--- src/rtl/seq_addsub_unit.sv ---
// seq_addsub_unit: multi-cycle CHUNK-bit-per-clock adder/subtractor with valid/ready handshakes.
// Define ADDSUB_SAT_EN to saturate the result on signed overflow (adds one register stage).
module seq_addsub_unit #(
  parameter int WIDTH = 32,
  parameter int CHUNK = 8
) (
  input  logic             clk,
  input  logic             rst_n,
  input  logic             in_valid,
  output logic             in_ready,
  input  logic [WIDTH-1:0] a,
  input  logic [WIDTH-1:0] b,
  input  logic             sub,
  input  logic             cin,
  output logic             out_valid,
  input  logic             out_ready,
  output logic [WIDTH-1:0] y1,
  output logic [WIDTH:0]   y,
  output logic             cout,
  output logic             ovf
);
  localparam int NCHUNK = WIDTH / CHUNK;
  localparam int CW = (NCHUNK > 1) ? $clog2(NCHUNK) : 1;
  localparam logic [1:0] IDLE = 2'd0;
  localparam logic [1:0] CALC = 2'd1;
  localparam logic [1:0] DONE = 2'd2;
`ifdef ADDSUB_SAT_EN
  localparam logic [1:0] SAT  = 2'd3;
  localparam logic [1:0] LAST = SAT;
`else
  localparam logic [1:0] LAST = DONE;
`endif

  if ((WIDTH % CHUNK) != 0) begin : g_bad_chunk
    $error("seq_addsub_unit: WIDTH must be divisible by CHUNK");
  end

  logic [1:0]       state_q, state_d;
  logic [CW-1:0]    cnt_q, cnt_d;
  logic [WIDTH-1:0] a_q, a_d, b_q, b_d, res_q, res_d;
  logic             carry_q, carry_d, a_msb_q, a_msb_d, b_msb_q, b_msb_d, ovf_q, ovf_d;
  logic [CHUNK:0]   sum;

  // Operands shift right one chunk per cycle; the result fills in from the top.
  always_comb begin
    sum = {1'b0, a_q[CHUNK-1:0]} + {1'b0, b_q[CHUNK-1:0]} + (CHUNK+1)'(carry_q);
    state_d = state_q;
    cnt_d = cnt_q;
    a_d = a_q;
    b_d = b_q;
    res_d = res_q;
    carry_d = carry_q;
    a_msb_d = a_msb_q;
    b_msb_d = b_msb_q;
    ovf_d = ovf_q;
    case (state_q)
      IDLE: if (in_valid) begin
        a_d = a;
        b_d = sub ? ~b : b;
        carry_d = sub ? ~cin : cin;
        a_msb_d = a[WIDTH-1];
        b_msb_d = sub ? ~b[WIDTH-1] : b[WIDTH-1];
        res_d = '0;
        ovf_d = 1'b0;
        cnt_d = '0;
        state_d = CALC;
      end
      CALC: begin
        a_d = a_q >> CHUNK;
        b_d = b_q >> CHUNK;
        res_d = (res_q >> CHUNK) | (WIDTH'(sum[CHUNK-1:0]) << (WIDTH - CHUNK));
        carry_d = sum[CHUNK];
        cnt_d = cnt_q + CW'(1);
        if (cnt_q == CW'(NCHUNK - 1)) begin
          ovf_d = (a_msb_q == b_msb_q) & (sum[CHUNK-1] != a_msb_q);
          state_d = LAST;
        end
      end
`ifdef ADDSUB_SAT_EN
      SAT: begin
        res_d = ovf_q ? (a_msb_q ? {1'b1, {(WIDTH-1){1'b0}}} : {1'b0, {(WIDTH-1){1'b1}}}) : res_q;
        state_d = DONE;
      end
`endif
      DONE: state_d = out_ready ? IDLE : DONE;
      default: state_d = IDLE;
    endcase
  end

  always_ff @(posedge clk or negedge rst_n) begin
    if (!rst_n) begin
      state_q <= IDLE;
      cnt_q <= '0;
      a_q <= '0;
      b_q <= '0;
      res_q <= '0;
      carry_q <= 1'b0;
      a_msb_q <= 1'b0;
      b_msb_q <= 1'b0;
      ovf_q <= 1'b0;
    end else begin
      state_q <= state_d;
      cnt_q <= cnt_d;
      a_q <= a_d;
      b_q <= b_d;
      res_q <= res_d;
      carry_q <= carry_d;
      a_msb_q <= a_msb_d;
      b_msb_q <= b_msb_d;
      ovf_q <= ovf_d;
    end
  end

  // Results are masked outside DONE so a partial sum is never visible.
  assign out_valid = state_q == DONE;
  assign in_ready  = rst_n & (state_q == IDLE);
  assign y1        = out_valid ? res_q : '0;
  assign cout      = out_valid & carry_q;
  assign ovf       = out_valid & ovf_q;
  assign y         = {cout, y1};
endmodule

--- config.mk ---
export PLATFORM = sky130hd
export DESIGN_NAME = seq_addsub_unit
export DESIGN_NICKNAME = d
export VERILOG_FILES = /design/src/rtl/seq_addsub_unit.sv
export SDC_FILE = /design/constraint.sdc
export NUM_CORES = 1
export LEC_CHECK = 0
export BUFFER_PORTS_ARGS = -buffer_cell sky130_fd_sc_hd__buf_2
export CAP_MARGIN = 20
export CORE_UTILIZATION = 58
export CTS_CLUSTER_DIAMETER = 30
export CTS_CLUSTER_SIZE = 8
export DETAILED_ROUTE_END_ITERATION = 7
export PLACE_DENSITY = 0.93
export REMOVE_ABC_BUFFERS = 1
export SYNTH_ARGS = -nofsm -noshare
export SYNTH_HDL_FRONTEND = slang
export SYNTH_SLANG_ARGS = --single-unit
--- constraint.sdc ---
create_clock -name clk -period 6.4 [get_ports clk]
set_clock_uncertainty 0.05 [all_clocks]
set_input_delay 1.6 -clock clk [delete_from_list [all_inputs] [get_ports clk]]
set_output_delay 1.6 -clock clk [all_outputs]
set_load 0.1 [all_outputs]
=== Word level (Yosys, flattened, before mapping) ===
Cells that the tools add are included.

* Bitwise operators: 8
* Add/subtract/negate cells: 3
* Eq/ne operators: 7
* Mux-type cells: 21
* Reductions and logical operators: 6

{| class="wikitable"
|+ Operator list
! cell !! number
|-
| $pmux 32 s2 || 3
|-
| $mux 32 || 5
|-
| $not 32->32 || 1
|-
| $or 24x32->32 || 1
|-
| $add 8x8->9 || 1
|-
| $add 9x1->9 || 1
|-
| $mux 2 || 4
|-
| $pmux 2 s3 || 1
|-
| $reduce_and 2->1 || 3
|-
| $mux 1 || 5
|-
| $and 1x1->1 || 4
|-
| $eq 2x2->1 const B || 2
|-
| $ne 2x2->1 const B || 2
|-
| $pmux 1 s2 || 2
|-
| $pmux 2 s2 || 1
|-
| $reduce_and 3->1 || 1
|-
| $add 2x1->2 const B || 1
|-
| $eq 2x1->1 const B || 1
|-
| $logic_not 2->1 || 1
|-
| $not 1->1 || 2
|-
| $reduce_bool 2->1 || 1
|-
| $eq 1x1->1 || 1
|-
| $ne 1x1->1 || 1
|}

* Word-level logic and storage cells: 54
* Register bits after elaboration: 104
* Output and inout bits: 69
* Bits of input ports: 70

=== Logic depth before layout (Yosys ltp) ===
* Word-level depth: 6
* Depth in mapped cells: 8
* Gate-level depth less buffers: 8

=== Worst setup path before layout ===
Ideal clock, no wire load.

* Path type: input to output
* Start: input port rst_n
* End: output port in_ready
* Path slack: 968 ps
* Data required time: 4750 ps
* Path buffers: 0
* Stages on the path: 1
* Arrival: 3782 ps
* Cell sequence: nor3b_1

* Word-level cells in the longest chain between the ends: 1

{| class="wikitable"
|+ RTL lines
! what !! line !! RTL
|-
| start, declared || 8 || <nowiki>input logic rst_n,</nowiki>
|-
| $and 1x1->1 || 116 || <nowiki>assign in_ready = rst_n & (state_q == IDLE);</nowiki>
|-
| end, declared || 10 || <nowiki>output logic in_ready,</nowiki>
|}

Every way passes these cells.

=== Final worst setup path ===
Same ends and word-level chain as after synthesis.

==> key figures <==
Run status
  • Status: finished with violations
  • Failing checks: DRC

STA
  • Max-slew violation count: 0
  • Final hold vios: 0
  • Setup_tns: 0 ns
  • Fmax: 222 MHz
  • Final hold slack: 0.446 ns
  • Final min period: 4.51 ns
  • Final worst setup slack: 1.89 ns
  • Final setup violation count: 0
  • Worst slew pin tran: 0.990 ns
  • RSZ-0062 raised after global routing: false
  • Period utilisation layout: 0.705
  • Max-slew headroom: 0.337

Setup path
  • Slowest CP cell: buf_4
  • Crit-path leading delay family: buffers and inverters
  • Worst setup SP type: primary input
  • Critical Path RT: 4.75 ns
  • CP peak stage delay: 0.51 ns
  • Critical path class: in2out
  • CP endpoint kind: output port
  • Crit-path max FO: 53
  • Critical-path cell list: buf_4 > nor3b_1 > buf_2
  • WP buf/inv: 2
  • Critical Path AT: 2.86 ns

Logic synthesis
  • Yosys top cell area share: 0.482
  • Synth Flop Type: dfrtp_1
  • Commonest cells in the netlist: nand2_1 (130), dfrtp_1 (104), nor2_1 (52), nand3_1 (51), and2_1 (34)
  • Synth Area per Inst: 9.00 um^2
  • Synth unique cells: 40
  • Synthesis-stage register bit count: 104
  • Post-synthesis sequential area ratio: 0.482
  • Ys Warns: 0
  • Number of synthesized flops with an enable pin: 0
  • Most frequent cell after synthesis: nand2_1
  • Syn Inst Count: 600
  • Post-Syn Area: 0.00540 mm^2
  • Top cells by area, synth: dfrtp_1 (48%), nand2_1 (9.0%), xnor2_1 (5.2%)
  • Ys async rst share: 1.00
  • Largest area contributor in the netlist: dfrtp_1

Global route
  • Initial antenna violation count: 0
  • Vias in the first global route: 4258
  • Pin count of the biggest net entering global routing: 108
  • GRT overflow: 0
  • GRT Util Overall: 0.254
  • First-pass GRT wire length: 19700 um

CTS
  • H-tree depth: 3
  • Buffer count from post-CTS setup fixing: 0
  • CTS clock-pin slew for the worst setup and hold paths: 0.10 ns
  • # clock sinks: 104
  • Worst skew pair latency: 0.36 ns
  • Clock Root Buffer: clkbuf_8
  • CTS max path bufs: 2
  • CTS tree: yes
  • Post_cts resized: 0
  • CTS buffer count: 9
  • Cts hold-fix bufs: 0

Cells and area
  • Post-Layout Cell Count: 792
  • Area grow syn2layout: 13.4%
  • Post-layout nets: 759
  • Design area: 0.00612 mm^2
  • Share of layout cells above drive strength 1: 0.246
  • Antenna Cells: 0

Placed design
  • Placed Area: 0.00584 mm^2
  • Routability cong.: 0.807
  • IO Port Bufs: 138
  • Dpl ws: 1.83 ns
  • Detailed Place HPWL: 8070 um
  • Cell Count Post-Placement: 773

Route
  • DR vias: 4401
  • Routed wire length: 12000 um
  • 1st-iter DRT viols: 262
  • Residual DRC count: 14
  • DR vias/cell: 5.56
  • DRT Pass-1 Iters: 8
  • WL per Instance: 15.1 um
  • Post-DRT Antenna Nets: 0

Pwr
  • Maximum vdd drop: 0.211 mV
  • Leakage: 3.17 nW
  • Power density over the cells: 531 mW/mm^2

Floorplan
  • FP Rows: 34
  • Die Y: 98.5 um
  • Chip width: 98.5 um
  • Num ports: 139
  • Die ar.: 0.00970 mm^2
  • Initial Util: 0.610
  • Core area: 0.00885 mm^2

Run
  • Max cap viols: 0

Hold path
  • Hold Crit Class: reg2reg
worst min-delay path, stage by stage, from the launching register on:
cell and delay (ns):
dfrtp_1 0.36, nand2_1 0.05, nand2_1 0.06
through the flow:
step                      utilization  total power (W)
after global placement          0.660          0.00263
after floorplan                     -          0.00234
after detailed placement        0.660          0.00274
after CTS                       0.686          0.00321
after global routing            0.692          0.00350
final                           0.692          0.00325
flip-flops by register name, indices dropped and copies added (netlist names), 2 cells and up:
name and flops:
a_q 32, b_q 32, cnt_q 2, res_q 32, state_q 2
routing by layer:
metal / track usage / vias up / wire length [um]
li1: - / 2131 / -
met1: 0.314 / 2083 / 5050
met2: 0.453 / 164 / 6000
met3: 0.0418 / 23 / 606
met4: 0.0873 / 0 / 295
met5: 0 / - / 0
cells by family after synthesis:
kind of cell,synth area share
AOI/OAI and AO/OA,0.111
muxes,0.00371
xor gates and xnor gates,0.0584
buffers and inverters,0.0852
DFF,0.482
and+or+nand+nor,0.233
adders and majority gates,0.0259
path summary, 6_finish.rpt:
check / startpoint / slack (ns) / depth (start not counted) / to
setup / recovery: rst_n / 1.89 / 3 / in_ready
hold / removal: a_q[31] / 0.45 / 2 / a_q[31]
setup reg to reg: state_q[0] / 4.00 / 6 / carry_q
hold reg to reg: a_q[31] / 0.45 / 2 / a_q[31]
max in group asynchronous: rst_n / 3.95 / 2 / a_q[13]
min in group asynchronous: rst_n / 1.21 / 1 / res_q[8]
placed cells by master (no fill, tap or decap), types with 2 or more instances in the layout:
| cell type | Yosys | final |
|---|---|---|
| buf_2 | 17 | 137 |
| nand2_1 | 130 | 130 |
| dfrtp_1 | 104 | 104 |
| nor2_1 | 52 | 52 |
| nand3_1 | 51 | 51 |
| and2_1 | 34 | 34 |
| xnor2_1 | 32 | 32 |
| a31oi_1 | 25 | 25 |
| a221o_1 | 24 | 24 |
| o21ai_0 | 19 | 19 |
| clkbuf_8 | 0 | 9 |
| ha_1 | 8 | 8 |
| inv_1 | 6 | 6 |
| xor2_1 | 4 | 4 |
| buf_4 | 33 | 4 |
| nor3_1 | 3 | 3 |
| a21oi_1 | 3 | 3 |
| clkinv_4 | 0 | 3 |
| a21boi_0 | 2 | 2 |
| a211oi_1 | 2 | 2 |
| o31ai_1 | 2 | 2 |
| mux2i_1 | 2 | 2 |
| fa_1 | 2 | 2 |
| bufinv_16 | 0 | 2 |
| buf_12 | 0 | 2 |
cell type report:
type                       count  area (um^2)
clock buffer                   9          124
timing repair buffer         144          771
tap                          108          135
multi-input combinational    414         2360
clock inverter                 7          105
inverter                       6         22.5
sequential                   104         2600
fill                         669         2720
where the power goes:
part	switching, W	total [W]	internal (W)
clock network	0.000234	0.000459	0.000225
logic	0.00105	0.00160	0.000549
registers	0.000223	0.00119	0.000972
No activity file was read; power rests on OpenSTA's default activity.
